### src/rtl/mem_agu_pipe.sv
// Load/store address generation unit with one registered output stage.
// Ports:
//   clk, rst_n                  clock, async active-low reset
//   in_valid/in_ready           request handshake
//   in_base, in_offset          base register, signed immediate offset
//   in_size, in_store, in_wdata 2^size bytes, store flag, right-justified data
//   out_valid/out_ready         beat handshake
//   out_addr, out_be, out_wdata lane-aligned address, byte enables, lane data
//   out_store, out_last         store flag, final beat of the request
//   out_err, out_lane           illegal/unsplit access, ea low bits
module mem_agu_pipe #(
    parameter int XLEN             = 32,
    parameter int OFF_W            = 12,
    parameter bit SPLIT_MISALIGNED = 1'b1
) (
    input  logic                     clk,
    input  logic                     rst_n,
    input  logic                     in_valid,
    output logic                     in_ready,
    input  logic [XLEN-1:0]          in_base,
    input  logic [OFF_W-1:0]         in_offset,
    input  logic [1:0]               in_size,
    input  logic                     in_store,
    input  logic [XLEN-1:0]          in_wdata,
    output logic                     out_valid,
    input  logic                     out_ready,
    output logic [XLEN-1:0]          out_addr,
    output logic [XLEN/8-1:0]        out_be,
    output logic [XLEN-1:0]          out_wdata,
    output logic                     out_store,
    output logic                     out_last,
    output logic                     out_err,
    output logic [$clog2(XLEN/8)-1:0] out_lane
);

    localparam int BYTES = XLEN / 8;
    localparam int LB    = $clog2(BYTES);

    localparam logic [2*BYTES-1:0] ONE_M   = 1;
    localparam logic [3:0]         BYTES_N = 4'(BYTES);
    localparam logic [XLEN-1:0]    BSTEP   = XLEN'(BYTES);

    typedef enum logic [1:0] {
        EMPTY = 2'd0,
        ONE   = 2'd1,
        S0    = 2'd2,
        S1    = 2'd3
    } state_e;

    state_e state_q;

    logic [XLEN-1:0]    addr_q,  addr1_q;
    logic [BYTES-1:0]   be_q,    be1_q;
    logic [XLEN-1:0]    wdata_q, wdata1_q;
    logic               store_q, last_q, err_q;
    logic [LB-1:0]      lane_q;

    logic [XLEN-1:0]    ea;
    logic [XLEN-1:0]    a_d;
    logic [LB-1:0]      lane_d;
    logic [3:0]         nbytes;
    logic [2*BYTES-1:0] m_d;
    logic [2*XLEN-1:0]  w_d;
    logic               illegal, misal, accept;

    assign ea     = in_base + {{(XLEN-OFF_W){in_offset[OFF_W-1]}}, in_offset};
    assign lane_d = ea[LB-1:0];
    assign a_d    = {ea[XLEN-1:LB], {LB{1'b0}}};
    assign nbytes = 4'd1 << in_size;

    // Mask and data are built at double width so a lane-crossing access
    // naturally spills its upper part into the second beat.
    assign m_d     = ((ONE_M << nbytes) - ONE_M) << lane_d;
    assign w_d     = {{XLEN{1'b0}}, in_wdata} << {lane_d, 3'b000};
    assign illegal = nbytes > BYTES_N;
    assign misal   = !illegal && (|m_d[2*BYTES-1:BYTES]);

    assign in_ready = (state_q == EMPTY) ||
                      (((state_q == ONE) || (state_q == S1)) && out_ready);
    assign accept   = in_valid && in_ready;

    always_ff @(posedge clk or negedge rst_n) begin
        if (!rst_n) begin
            state_q  <= EMPTY;
            addr_q   <= '0;
            be_q     <= '0;
            wdata_q  <= '0;
            store_q  <= 1'b0;
            last_q   <= 1'b0;
            err_q    <= 1'b0;
            lane_q   <= '0;
            addr1_q  <= '0;
            be1_q    <= '0;
            wdata1_q <= '0;
        end else begin
            unique case (state_q)
                EMPTY, ONE, S1: begin
                    if (accept) begin
                        addr_q  <= a_d;
                        wdata_q <= w_d[XLEN-1:0];
                        store_q <= in_store;
                        lane_q  <= lane_d;
                        if (illegal || (misal && !SPLIT_MISALIGNED)) begin
                            be_q    <= '0;
                            last_q  <= 1'b1;
                            err_q   <= 1'b1;
                            state_q <= ONE;
                        end else if (misal) begin
                            be_q     <= m_d[BYTES-1:0];
                            last_q   <= 1'b0;
                            err_q    <= 1'b0;
                            addr1_q  <= a_d + BSTEP;
                            be1_q    <= m_d[2*BYTES-1:BYTES];
                            wdata1_q <= w_d[2*XLEN-1:XLEN];
                            state_q  <= S0;
                        end else begin
                            be_q    <= m_d[BYTES-1:0];
                            last_q  <= 1'b1;
                            err_q   <= 1'b0;
                            state_q <= ONE;
                        end
                    end else if (out_ready) begin
                        state_q <= EMPTY;
                    end
                end
                S0: begin
                    if (out_ready) begin
                        addr_q  <= addr1_q;
                        be_q    <= be1_q;
                        wdata_q <= wdata1_q;
                        last_q  <= 1'b1;
                        state_q <= S1;
                    end
                end
                default: state_q <= EMPTY;
            endcase
        end
    end

    assign out_valid = (state_q != EMPTY);
    assign out_addr  = addr_q;
    assign out_be    = be_q;
    assign out_wdata = wdata_q;
    assign out_store = store_q;
    assign out_last  = last_q;
    assign out_err   = err_q;
    assign out_lane  = lane_q;

endmodule
### config.mk
export PLATFORM = sky130hd
export DESIGN_NAME = mem_agu_pipe
export DESIGN_NICKNAME = d
export VERILOG_FILES = /design/src/rtl/mem_agu_pipe.sv
export SDC_FILE = /design/constraint.sdc
export NUM_CORES = 1
export LEC_CHECK = 0
export ABC_AREA = 1
export CORE_AREA = 2 2 139 195
export CTS_BUF_LIST = sky130_fd_sc_hd__clkbuf_2
export CTS_CLUSTER_DIAMETER = 80
export CTS_CLUSTER_SIZE = 25
export DETAILED_ROUTE_END_ITERATION = 6
export DIE_AREA = 0 0 141 197
export GPL_TIMING_DRIVEN = 0
export PLACE_DENSITY_LB_ADDON = 0.12
export SYNTH_ARGS = -nofsm -noshare
export SYNTH_HDL_FRONTEND = slang
export SYNTH_SLANG_ARGS = --single-unit
export TNS_END_PERCENT = 20
### constraint.sdc
create_clock -name clk -period 2.2 [get_ports clk]
set_clock_uncertainty 0.15 [all_clocks]
set_input_delay 0.44 -clock clk [delete_from_list [all_inputs] [get_ports clk]]
set_output_delay 0.44 -clock clk [all_outputs]
set_load 0.005 [all_outputs]
# After elaboration in Yosys (flattened, before gate mapping)
# Cells that the tools add are included.
# op_classes
add_sub_neg,3
order_cmp,1
eq_ne,6
shift,4
muxes,22
n_bitwise,1
reduce_logical,14
# op_table
operator,n
$mux W32,4
$pmux W32 S2,2
$shl A32 B5 Y64,1
$add A32 B3 Y32 const B,1
$add A32 B32 Y32,1
$mux W4,3
$mux W2,5
$pmux W4 S2,1
$shl A1 B4 Y8 const A,1
$shl A8 B2 Y8,1
$sub A8 B1 Y8 const B,1
$reduce_and A2 Y1,3
$mux W1,5
$eq A2 B2 Y1 const B,2
$gt A4 B3 Y1 const B,1
$ne A2 B2 Y1 const B,2
$pmux W2 S2,1
$reduce_and A4 Y1,1
$reduce_or A4 Y1,1
$shl A1 B2 Y4 const A,1
$logic_and A1 B1 Y1,3
$ne A3 B3 Y1 const B,1
$reduce_or A3 Y1,1
$eq A2 B1 Y1 const B,1
other kinds (6),7
# totals
regBits,143
in_bits,83
output_inout_bits,75
wordCells,62

# Logic depth before layout (Yosys ltp)
# logic_depth
depth_word,10
depth_mapped,21

# Least setup slack after synthesis
# Ideal clock, no wire load.
# synth_timing
path_type,in2reg
from,input port in_base[0]
to,register addr1_q[26]
arrival_ps,2467
t_required_ps,1933
setup_slack_ps,-534
cell_stages,13
cell_sequence,ha_1 > fa_1 > xor2_2 > ha_1 > nand2_1 > nor2_4 > nand2_2 > nor2_4 > nand3_2 > nor2_4 > nand4_1 > nand3_1 > nand2_1
# synth_between
elab_chain_cells,5
word_cells_on_any_way,6
classes_between,add/sub: 2; shift: 1; reduce/logical: 3
# synth_lines
item,line_no,source
"start, declared",20,"input logic [XLEN-1:0] in_base,"
$add A32 B32 Y32 (*),66,"assign ea = in_base + {{(XLEN-OFF_W){in_offset[OFF_W-1]}}, in_offset};"
branches (longest 4 deep; another with $add A32 B3 Y32),--,
"end signal, assigned",112,addr1_q <= a_d + BSTEP;
"end, declared",52,"logic [XLEN-1:0] addr_q, addr1_q;"
# Every way passes the cells marked *.
# A chain may end at the register's enable or synchronous reset.

# Worst setup path after layout
# layout_timing
from,register state_q[0]
to,output port in_ready
# layout_between
elab_chain_cells,4
word_cells_on_any_way,6
classes_between,eq/ne: 2; reduce/logical: 4
# layout_lines
item,line_no,source
"start, declared",50,state_e state_q;
"start signal, assigned",84,state_q <= EMPTY;
"start signal, assigned",107,state_q <= ONE;
"start signal, assigned",115,state_q <= S0;
$eq A2 B1 Y1 / $eq A2 B2 Y1 (equally long branches),79,(((state_q == ONE) || (state_q == S1)) && out_ready);
$logic_or A1 B1 Y1,79,
$logic_and A1 B1 Y1,79,
$logic_or A1 B1 Y1 (*),78,assign in_ready = (state_q == EMPTY) ||
"end, declared",19,"output logic in_ready,"
# Mark *: on every way between the ends. The rest lies on a longest branch, timed or not.

==> flow_metrics.tcl <==
set metrics [dict create \
    rsz0062_at_grt "yes" \
    numCtsBuffers 17 \
    drt-pass1-iter-count 5 \
    yosysTopAreaCell "dfrtp_1" \
    drive_above_1_share_pct 25.8 \
    leakage_uw 0.00692 \
    slew_headroom_pct 58.2 \
    vias_per_cell 4.96 \
    cp_slowest_stage_delay_ns 0.46 \
    place_hpwl_um 25600 \
    p_total_uw 12100 \
    async_reset_ff_share_pct 100 \
    final_util_pct 52.7 \
    cp.arrival_ns 1.62 \
    cts_tree "built" \
    multi_input_area_um2 6580 \
    ys_ff_latch 131 \
    final_antenna_net_count 0 \
    crit_buf_inv 3 \
    port_buffers 155 \
    numClockSinks 131 \
    grt_overflow 0 \
    synth_top_family_by_area "simple AND/OR/NAND/NOR gates" \
    final_nets 1833 \
    final_max_slew_viol_count 0 \
    crit_required_ns 1.61 \
    crit_path_end_kind "output port" \
    worstSetupPathType "flip-flop to output port" \
    netlist_instances 1459 \
    crit_slowest_cell "dfrtp_1" \
    cts_buffer_depth 2 \
    grt_usage_pct 24.0 \
    pwr-share-seq_pct 34.4 \
    die_height_um 197 \
    synth_top_cell_area_share_pct 34.6 \
    p_clk_share_pct 13.9 \
    fillers 2652 \
    netlist_area_um2 9480 \
    synth_xor_area_share_pct 1.54 \
    hold_class "input port to asynchronous set/reset pin" \
    p_sw_share_pct 43.5 \
    yosys_warnings 0 \
    synth_top_flop_cell "dfrtp_1" \
    max_freq_mhz 453 \
    regArea_um2 3280 \
    dieArea_um2 27800 \
    ys_types 43 \
    cts_htree_levels 4 \
    synth-simple-area-share_pct 36.8 \
    tns_ns -0.0145 \
    layout_worst_path_cycle_share_pct 100 \
    post-route-min-period_ns 2.21 \
    tightest_slew_ns 0.627 \
    muxShareOfSynthArea_pct 0 \
    p_int_uw 6830 \
    area_growth_syn_to_layout_pct 44.6 \
    setup_violations 3 \
    drc 0 \
    power_density_nw_per_um2 881 \
    violations "negative setup slack" \
    netSwitchingPower_uw 5250 \
    finalWorstSetupSlack_ns -0.00726 \
    crit_family "flip-flops" \
    path_max_fanout 3 \
    crit_chain "nor2_4, inv_1, nand2_2, inv_2, buf_2" \
    rr_startpoint "state_q[1]" \
    clkTransAtPathRegs_ns 0.22 \
    synth-edff-count 0 \
    grt_pass1_wl_um 52000 \
    synth_fa_ha_area_share_pct 4.43 \
    wl_per_cell_um 16.1 \
    via_count 10200 \
    worstSkewPairLatency_ns 0.71 \
    start_util_pct 36.5 \
    syn_area_per_cell_um2 6.50 \
    die_x_um 141 \
    p_comb_share_pct 51.8 \
    grt_pass1_vias 10235 \
    vdd_drop_max_uv 378 \
    dr.first_iter.drc_count 472 \
    cap_violations 0 \
    gp_congestion 0.908 \
    status "complete, but fails checks" \
    coreArea_um2 26000 \
    totalWireLength_um 33200 \
    critPathLaunch "state_q[0]" \
    root_buffer "clkbuf_2" \
    antenna_found_initial 1 \
    synth_compound_area_share_pct 12.6 \
    preCtsSetupSlack_ns -1.94 \
    pin_count 158 \
    grt_max_degree 79 \
    ys_seq_area_share_pct 34.6 \
    finalHoldViolCount 0 \
    cp-start-kind "flip-flop" \
    ys_top_cells_by_area "dfrtp_1 35%, nand2_1 21%, inv_1 7.2%" \
    row_count 70 \
]
==> sequential cells by signal, summed over array words and instances (netlist names) <==
signal and count:
addr1_q 30, be1_q 4, out_addr 30, out_be 4, out_err 1, out_lane 2, out_last 1, out_store 1
out_wdata 32, state_q 2, wdata1_q 24
==> power groups by stage <==
stage | clock, uW | sequential, uW | combinational [uW]
5_1_grt | 1800 | 4280 | 6980
3_5_place_dp | 0 | 4230 | 5860
4_1_cts | 1700 | 4160 | 5960
3_3_place_gp | 0 | 4210 | 5810
6_report | 1680 | 4150 | 6250
2_1_floorplan | 0 | 4120 | 3050
==> cell usage in the layout (no fill, tap or decap), drive strengths merged, types with 3 or more instances in the layout <==
cell	Yosys	routed
a21oi	57	57
a22oi	7	7
a31oi	4	4
a41oi	8	8
and2	4	4
buf	12	101
bufinv	0	4
clkbuf	38	60
clkdlybuf4s50	0	43
clkinv	5	10
dfrtp	131	131
dlygate4sd2	0	88
dlymetal6s2s	0	14
ha	32	32
inv	192	192
nand2	556	556
nand3	85	85
nand3b	6	6
nand4	16	16
nor2	134	134
nor3	7	7
o21ai	133	133
o22ai	8	8
xnor2	3	3
xor2	12	12
==> cell type report <==
cell class              instances  area share (%)
plain buffers                  50            2.17
inverters                     197            5.41
repair buffers                238            15.6
multi-input cells            1082            48.0
flip-flops and latches        131            23.9
well taps                     324            2.96
clock buffers                  21           0.767
clock inverters                11            1.17
diodes                          1          0.0183
==> cell usage after synthesis, drive strengths merged, types with 2 or more instances <==
library cell,n
a41oi,8
nand3b,6
clkbuf,38
xnor2,3
nand2,556
nor2,134
a21oi,57
clkinv,5
xor2,12
buf,12
nand4,16
dfrtp,131
ha,32
o21ai,133
and2,4
nor3,7
nand3,85
a31oi,4
inv,192
o22ai,8
a21o,2
a22oi,7
==> metal layers <==
metal	up-vias	GRT usage, %	part of all wire (%)
li1	5127	-	-
met1	4721	25.4	39
met2	267	46.4	54
met3	85	2.82	3.2
met4	0	11.7	4.5
met5	-	0	0
==> worst paths after layout <==
path                                      end  slack (ns)  depth (start not counted)
worst max-delay path                 in_ready      -0.007                          5
worst max register to register  out_wdata[27]        0.01                          9
worst min register to register    addr1_q[31]        0.34                          2
max in group asynchronous         addr1_q[29]        1.03                          3
worst min-delay path            out_wdata[16]        0.06                          2
min in group clk                    out_store        0.12                          3
==> metrics by stage <==
| step | std cells | hold WS, ns | instance area [um^2] |
|---|---|---|---|
| finish | 2055 | 0.0577 | 13700 |
| global route | 2055 | 0.0491 | 13700 |
| CTS | 2023 | 0.0288 | 13000 |
| detailed placement | 1940 | 0.298 | 11600 |
| global placement | 1939 | 0.305 | 11500 |
| floorplan | 1460 | -0.00559 | 9570 |
==> cells by family (layout without fill, tap and decap cells) <==
group | Yosys count | in the layout
other | 1 | 3
AO/OA/AOI/OAI | 223 | 223
flip-flops | 131 | 131
XOR/XNOR | 15 | 15
buffers and inverters | 247 | 517
adder cells (fa/ha/maj) | 33 | 33
AND/OR/NAND/NOR | 809 | 809
==> repair_timing <==
| item | 4_1_cts | 5_1_grt |
|---|---|---|
| endpoints found under the hold margin | 125 | 0 |
| setup buffers | 50 | 31 |
| pin swaps | 82 | 98 |
| hold buffers | 1 | 0 |
| setup endpoints to repair | 199 | 97 |
| resized for setup | 330 | 156 |
Note: power is estimated with default switching activity, not from simulation.
